File: config.mk
export PLATFORM = sky130hd
export DESIGN_NAME = instr_fetch_decode
export DESIGN_NICKNAME = d
export VERILOG_FILES = /design/src/rtl/instr_fetch_decode.sv
export SDC_FILE = /design/constraint.sdc
export NUM_CORES = 1
export LEC_CHECK = 0
export ABC_AREA = 1
export CAP_MARGIN = 0
export CORE_MARGIN = 4
export CORE_UTILIZATION = 45
export CTS_CLUSTER_DIAMETER = 80
export CTS_CLUSTER_SIZE = 20
export DETAILED_ROUTE_END_ITERATION = 7
export PLACE_DENSITY = 0.86
export SYNTH_ARGS = -nofsm -noshare
export SYNTH_HDL_FRONTEND = slang
export SYNTH_SLANG_ARGS = --single-unit
File: constraint.sdc
create_clock -name clk -period 2.29 [get_ports clk]
set_input_delay 0.5725 -clock clk [delete_from_list [all_inputs] [get_ports clk]]
set_output_delay 0.5725 -clock clk [all_outputs]
set_load 0.005 [all_outputs]
File: src/rtl/instr_fetch_decode.sv
// instr_fetch_decode
//   Fetch/decode front end. Holds the PC, issues one word fetch at a time to
//   instruction memory over a level req/ack handshake, latches the returned word
//   and presents it with its one-hot opcode class to the downstream controller.
//   Downstream can hold the current instruction (stall) or restart fetch at a new
//   target (redirect, which takes priority over everything except rst).
// Ports
//   clk, rst             rising-edge clock, synchronous active-high reset
//   imem_req/imem_addr   fetch request (level) and word address (= pc)
//   imem_ack/imem_rdata  memory response, honoured only while imem_req=1
//   stall                hold the presented instruction
//   redirect/redirect_pc restart fetch at redirect_pc (bits [1:0] forced to 0)
//   instr_valid/instr/pc presented instruction and its address
//   r_type..jalr         opcode class flags, one-hot, all 0 unless instr_valid
//   illegal              instr_valid=1 with an unrecognised opcode
module instr_fetch_decode #(
  parameter int unsigned     XLEN     = 32,
  parameter logic [XLEN-1:0] RESET_PC = '0
) (
  input  logic            clk,
  input  logic            rst,
  output logic            imem_req,
  output logic [XLEN-1:0] imem_addr,
  input  logic            imem_ack,
  input  logic [31:0]     imem_rdata,
  input  logic            stall,
  input  logic            redirect,
  input  logic [XLEN-1:0] redirect_pc,
  output logic            instr_valid,
  output logic [31:0]     instr,
  output logic [XLEN-1:0] pc,
  output logic            r_type,
  output logic            i_type,
  output logic            load,
  output logic            store,
  output logic            branch,
  output logic            jal,
  output logic            jalr,
  output logic            illegal
);

  typedef enum logic [0:0] {StReq, StValid} state_e;

  state_e          state_q;
  logic [XLEN-1:0] pc_q;
  logic [31:0]     instr_q;
  logic            valid_q;
  // {illegal, jalr, jal, branch, store, load, i_type, r_type}
  logic [7:0]      cls_q;

  function automatic logic [7:0] decode(input logic [31:0] w);
    logic [7:0] d;
    case (w[6:0])
      7'b0110011: d = 8'h01;
      7'b0010011: d = 8'h02;
      7'b0000011: d = 8'h04;
      7'b0100011: d = 8'h08;
      7'b1100011: d = 8'h10;
      7'b1101111: d = 8'h20;
      7'b1100111: d = 8'h40;
      default:    d = 8'h80;
    endcase
    return d;
  endfunction

  // Class flags are decoded once at capture and registered with the instruction,
  // so they are cleared together with instr_valid.
  always_ff @(posedge clk) begin
    if (rst) begin
      state_q <= StReq;
      pc_q    <= RESET_PC;
      instr_q <= '0;
      valid_q <= 1'b0;
      cls_q   <= '0;
    end else if (redirect) begin
      // Any same-cycle ack is dropped; the fetch restarts at the new target.
      state_q <= StReq;
      pc_q    <= redirect_pc & ~(XLEN'(3));
      valid_q <= 1'b0;
      cls_q   <= '0;
    end else begin
      case (state_q)
        StReq: begin
          if (imem_ack) begin
            instr_q <= imem_rdata;
            valid_q <= 1'b1;
            cls_q   <= decode(imem_rdata);
            state_q <= StValid;
          end
        end
        StValid: begin
          if (!stall) begin
            pc_q    <= pc_q + XLEN'(4);
            valid_q <= 1'b0;
            cls_q   <= '0;
            state_q <= StReq;
          end
        end
        default: state_q <= StReq;
      endcase
    end
  end

  assign imem_req    = (state_q == StReq);
  assign imem_addr   = pc_q;
  assign instr_valid = valid_q;
  assign instr       = instr_q;
  assign pc          = pc_q;
  assign r_type      = cls_q[0];
  assign i_type      = cls_q[1];
  assign load        = cls_q[2];
  assign store       = cls_q[3];
  assign branch      = cls_q[4];
  assign jal         = cls_q[5];
  assign jalr        = cls_q[6];
  assign illegal     = cls_q[7];

endmodule

# Word-level counts from Yosys, hierarchy flattened
# Index checks and enable logic that the tools add are counted.
[word_totals] out_inout_bits=106 ff_bits=74 word_cells=39
[classes] reduce_logical=6 n_bitwise=3 eq_ne=10 muxes=13 add_sub_neg=1
[op_table] operator="32-bit two-way mux" count=3
[op_table] operator="8-bit one-hot mux with 7 select lines" count=1
[op_table] operator="32-bit by 3-bit adder with 32-bit output, second input constant" count=1
[op_table] operator="7-bit == test, second input constant" count=3
[op_table] operator="8-bit two-way mux" count=2
[op_table] operator="8-bit one-hot mux with 2 select lines" count=1
[op_table] operator="7-bit by 6-bit == test with 1-bit output, second input constant" count=2
[op_table] operator="7-bit by 2-bit == test with 1-bit output, second input constant" count=1
[op_table] operator="7-bit by 5-bit == test with 1-bit output, second input constant" count=1
[op_table] operator="2-bit AND reduction" count=3
[op_table] operator="1-bit two-way mux" count=4
[op_table] operator="2-bit by 1-bit inequality test with 1-bit output, second input constant" count=2
[op_table] operator="1-bit one-hot mux with 2 select lines" count=2
[op_table] operator="1-bit inverter" count=3
[op_table] operator="3-bit AND reduction" count=1
[op_table] operator="2-bit inequality test, second input constant" count=1
[op_table] operator="2-bit nonzero test" count=1
[op_table] operator="2-bit OR reduction" count=1

# Depth between registers and ports, before layout
[depth] depth_word=4 ltp_mapped=11 ltp_nobuf=11

# Least setup slack after synthesis
# No wires, ideal clock.
[synth_timing] path_type="reg-to-reg" startpoint="reg pc_q[2], in the netlist imem_addr[2]" endpoint="reg pc_q[22], in the netlist imem_addr[22]" period_less_slack_ns=1.508 setup_slack_ns=0.782 path_stages_with_launch=9 t_arrival_ns=1.380 t_required_ns=2.162 path_cell_list="dfxtp_1 > ha_1 > nand2_1 > nor2_2 > nand2_2 > nor2_1 > nand3_1 > a31oi_1 > nor2_1"
[synth_via] elab_chain_len=4
[synth_rtl] item="start, declared" line_no="45" source="logic [XLEN-1:0] pc_q;"
[synth_rtl] item="start signal, assigned" line_no="78" source="pc_q <= redirect_pc & ~(XLEN'(3));"
[synth_rtl] item="start signal, assigned" line_no="93" source="pc_q <= pc_q + XLEN'(4);"
[synth_rtl] item="32-bit by 3-bit adder with 32-bit output" line_no="93"
[synth_rtl] item="32-bit two-way mux" line_no="92" source="if (!stall) begin"
[synth_rtl] item="32-bit two-way mux" line_no="82" source="case (state_q)"
[synth_rtl] item="32-bit two-way mux" line_no="75" source="end else if (redirect) begin"
# Every way passes these cells. The select of a mux whose other input is x is not followed.
# A chain may end at the register's enable or synchronous reset.

# Final worst setup path
[layout_timing] startpoint="reg pc_q[2], in the netlist imem_addr[2]" endpoint="out pc[2]"
[layout_rtl] item="end, declared" line_no="31" source="output logic [XLEN-1:0] pc,"
# No word-level cell between the ends.

==> summary.md <==
| Metric | Value |
|---|---|
| Reg power frac | a little under half |
| CP Data Arrival Time | ~1.4 ns |
| Synth Instances | roughly 580 |
| Power, Total | 3080 uW |
| Die footprint | about 10000 um^2 |
| CTS sink cnt | around 70 |
| First-pass GRT wire length | ~21 mm |
| Leakage | about 0.0022 uW |
| Register area | about 1400 um^2 |
| Die height | between 100 and 150 um |
| DRT iter0 DRCs | between 150 and 200 |
| Die width | 101 um |
| R2r endpoint | imem_addr[24] |
| DRC Markers | 0 |
| Post-synthesis mux area share | 0% |
| HP Class | reg2reg |
| CTS root buf | clkbuf_8 |
| Top-area cell type share of the netlist area | 37.1% |
| Fin Setup TNS | 0 ns |
| Critical path class | reg2out |
| Port-buffer cells | ~170 |
| Clock share of power | 35.2% |
| Vias | 4222 |
| Synth Flop Type | dfxtp_1 |
| GRT Total Usage | about a quarter |
| Yosys cell types | 32 |
| Post-synthesis instance area | 3890 um^2 |
| Post-synthesis adder-cell area fraction | less than 1% |
| Cell Rows | 33 |
| Deepest clock path buffer count | 2 |
| Initial antenna violation count | 0 |
| Wire length per cell | around 15 um |
| Final Net Count | between 700 and 800 |
| Max-slew violation count | 0 |
| YS warnings | 0 |
| Outcome | completed |
| FMAX | approximately 500 MHz |
| Pint | ~2200 uW |
| Via/cell ratio | 5.09 |
| CP max FO | 6 |
| WHS | roughly 0.47 ns |
| Critical Path Sink Type | output port |
| CP cell instances | clkdlybuf4s50_1 |
| Layout cells sized above 1 | 7.73% |
| Core area | ~8300 um^2 |
| Post-synth EDFFs | 0 |
| Hold_buf cts | 0 |
| Clock Skews | between 0.005 and 0.006 ns |
| CP max stage cell | clkdlybuf4s50_1 |
| Multi-input gate area | between 1500 and 2000 um^2 |
| CP peak stage delay | about 0.60 ns |
| CP bufs+invs | 1 |
| Family with the most delay on the worst path | buffers and inverters |
| CTS clk-pin slew, worst paths | 0.09 ns |
| Seq/Total Area, Yosys | between 30% and 40% |
| Final Hold Fails | 0 |
| Cells on worst reg2reg path | 10 |
| Fillers | around 700 |
| Async SR Flop Fraction | 0% |
| Worst VDD drop | roughly 0.00040 V |
| Net Sw Frac | ~28% |
| Worst setup endpoint | pc[2] |
| CTS tree | built |
| Max Cap Viol | 0 |
| Inserted Diodes | 0 |
| Endpoints failing setup | 0 |
| WL final | 12.7 mm |
| Dominant cells by area after synthesis | dfxtp_1, nand2_1, nor2_1 |
| Pre-antenna DRT Iters | 7 |
| Starting Density | 46.9% |
| Post-DRT Antenna Nets | 0 |
| Gr ovfl total | 0 |
| Reg2Reg Launch Point | imem_addr[2] |
| RSZ-0062 raised after global routing | no |
| Post-CTS Resized | 0 |
| H-tree Lvls | 3 |
| Final worst path period share | between 80 and 90% |
| Post-synthesis sequential element count | around 70 |
| Clock Latency Late Sink | about 0.35 ns |
| Sw power | around 860 uW |
| Post-CTS setup buffer count | 0 |
| Post-DP HPWL | 9.85 mm |
| Cell count along the critical path | 1 |
| Main combinational cell family by area after synthesis | simple AND/OR/NAND/NOR gates |
| R2R Setup Slk | between 0.4 and 0.5 ns |
| Compound-Gate Fraction of Synth Area | around 15% |
| Routability Congestion | between 0.8 and 0.9 |
| Area share of and/or/nand/nor cells after synthesis | 32.1% |
| I/O pins | roughly 180 |
| Comb power frac | between 10% and 20% |
| Worst Setup SP | imem_addr[2] |
| Area growth from synthesis to layout | 45.9% |
| CTS buffer count | 9 |
| Min Tclk post-route | between 1.5 and 2 ns |
| Area leader, netlist | dfxtp_1 |
| Post-Synth XOR/XNOR Area | under 10% |
| Vias in the first global route | ~4100 |
| P per Cell Area | between 500 and 600 nW/um^2 |
| Crit path required time | approximately 1.7 ns |
| Largest net degree at the start of global routing | 30 |
| CP startpoint kind | flip-flop |
| Syn avg cell area | slightly below 7 um^2 |
-- layout make-up --
cell class | count | area share, %
multi-input cells | 399 | 33.3
repair buffers | 179 | 31.3
clock buffers | 10 | 2.43
clock inverters | 6 | 1.32
well taps | 105 | 2.32
flip-flops and latches | 72 | 25.4
inverters | 58 | 3.88
-- stage by stage --
step / util, % / cells / instance area, um^2 / worst slack (ns)
after floorplan: - / 581 / 3900 / 0.782
after global placement: 65.8 / 813 / 5460 / 0.181
after detailed placement: 65.8 / 813 / 5460 / 0.112
after CTS: 68.4 / 829 / 5670 / 0.282
after global routing: 68.4 / 829 / 5670 / 0.201
final: 68.4 / 829 / 5670 / 0.294
-- cells in the final DEF, fill, tap and decap left out, types with 2 or more instances in the layout --
master | netlist | layout
a22o_1 | 4 | 4
nor2_1 | 93 | 93
nand2_2 | 5 | 5
nand4_1 | 6 | 6
o21bai_1 | 2 | 2
nor2_4 | 5 | 5
a31oi_1 | 11 | 11
clkdlybuf4s50_1 | 0 | 168
buf_4 | 39 | 10
nand2_1 | 116 | 116
inv_2 | 7 | 7
conb_1 | 1 | 4
nand3b_1 | 2 | 2
clkbuf_8 | 0 | 10
nand3_1 | 38 | 38
inv_1 | 49 | 49
nor3_1 | 6 | 6
xor2_1 | 4 | 4
o21ai_1 | 5 | 5
inv_6 | 0 | 2
dfxtp_1 | 72 | 72
nor2_8 | 2 | 2
nor2_2 | 8 | 8
o21ai_0 | 46 | 46
a21oi_1 | 36 | 36
-- synth_stat cells (4+ instances only) --
| cell | count |
|---|---|
| buf_4 | 39 |
| dfxtp_1 | 72 |
| xor2_1 | 4 |
| nor3_1 | 6 |
| nand4_1 | 6 |
| clkbuf_1 | 8 |
| a21oi_1 | 36 |
| buf_2 | 5 |
| inv_1 | 49 |
| nand3_1 | 38 |
| inv_2 | 7 |
| nor2_1 | 93 |
| nor2_4 | 5 |
| nor2_2 | 8 |
| o21ai_0 | 46 |
| a31oi_1 | 11 |
| a22o_1 | 4 |
| nand2_1 | 116 |
| o21ai_1 | 5 |
| nand2_2 | 5 |
-- power groups by stage --
stage,Clock [uW],Sequential (uW),Combinational [uW]
after floorplan,0,1420,244
after global placement,0,1430,578
after detailed placement,0,1430,591
after CTS,1100,1410,595
after global routing,1170,1420,649
final,1090,1410,591
-- worst min-delay path by stage --
stage | startpoint | end | slack, ns | cells after the start
6_report | cls_q[1] | cls_q[1] | 0.47 | 2
3_3_place_gp | cls_q[0] | cls_q[0] | 0.45 | 2
2_1_floorplan | cls_q[0] | cls_q[0] | 0.46 | 2
4_1_cts | cls_q[1] | cls_q[1] | 0.47 | 2
3_5_place_dp | cls_q[1] | cls_q[1] | 0.46 | 2
5_1_grt | cls_q[1] | cls_q[1] | 0.49 | 2
-- cells by family (layout without fill, tap and decap cells) --
logic type / after synthesis / count (layout)
AOI/OAI and AO/OA: 106 / 106
xor gates and xnor gates: 5 / 5
adders and majority gates: 1 / 1
buffers and inverters: 110 / 253
DFF: 72 / 72
other: 1 / 4
and+or+nand+nor: 283 / 283
-- registers in the layout, indices dropped and copies added, names as in the netlist --
register	flops
instr	32
imem_addr	30
cls_q	8
instr_valid	1
state_q	1
-- per-layer routing --
layer  track usage (%)  wire length [um]  part of all wire [%]
met5                 0                 0                     0
met4              8.69               243                   1.9
met3              8.65              1410                    11
met2              43.1              6050                    48
met1              29.6              5000                    39
Note: power is estimated with default switching activity, not from simulation.
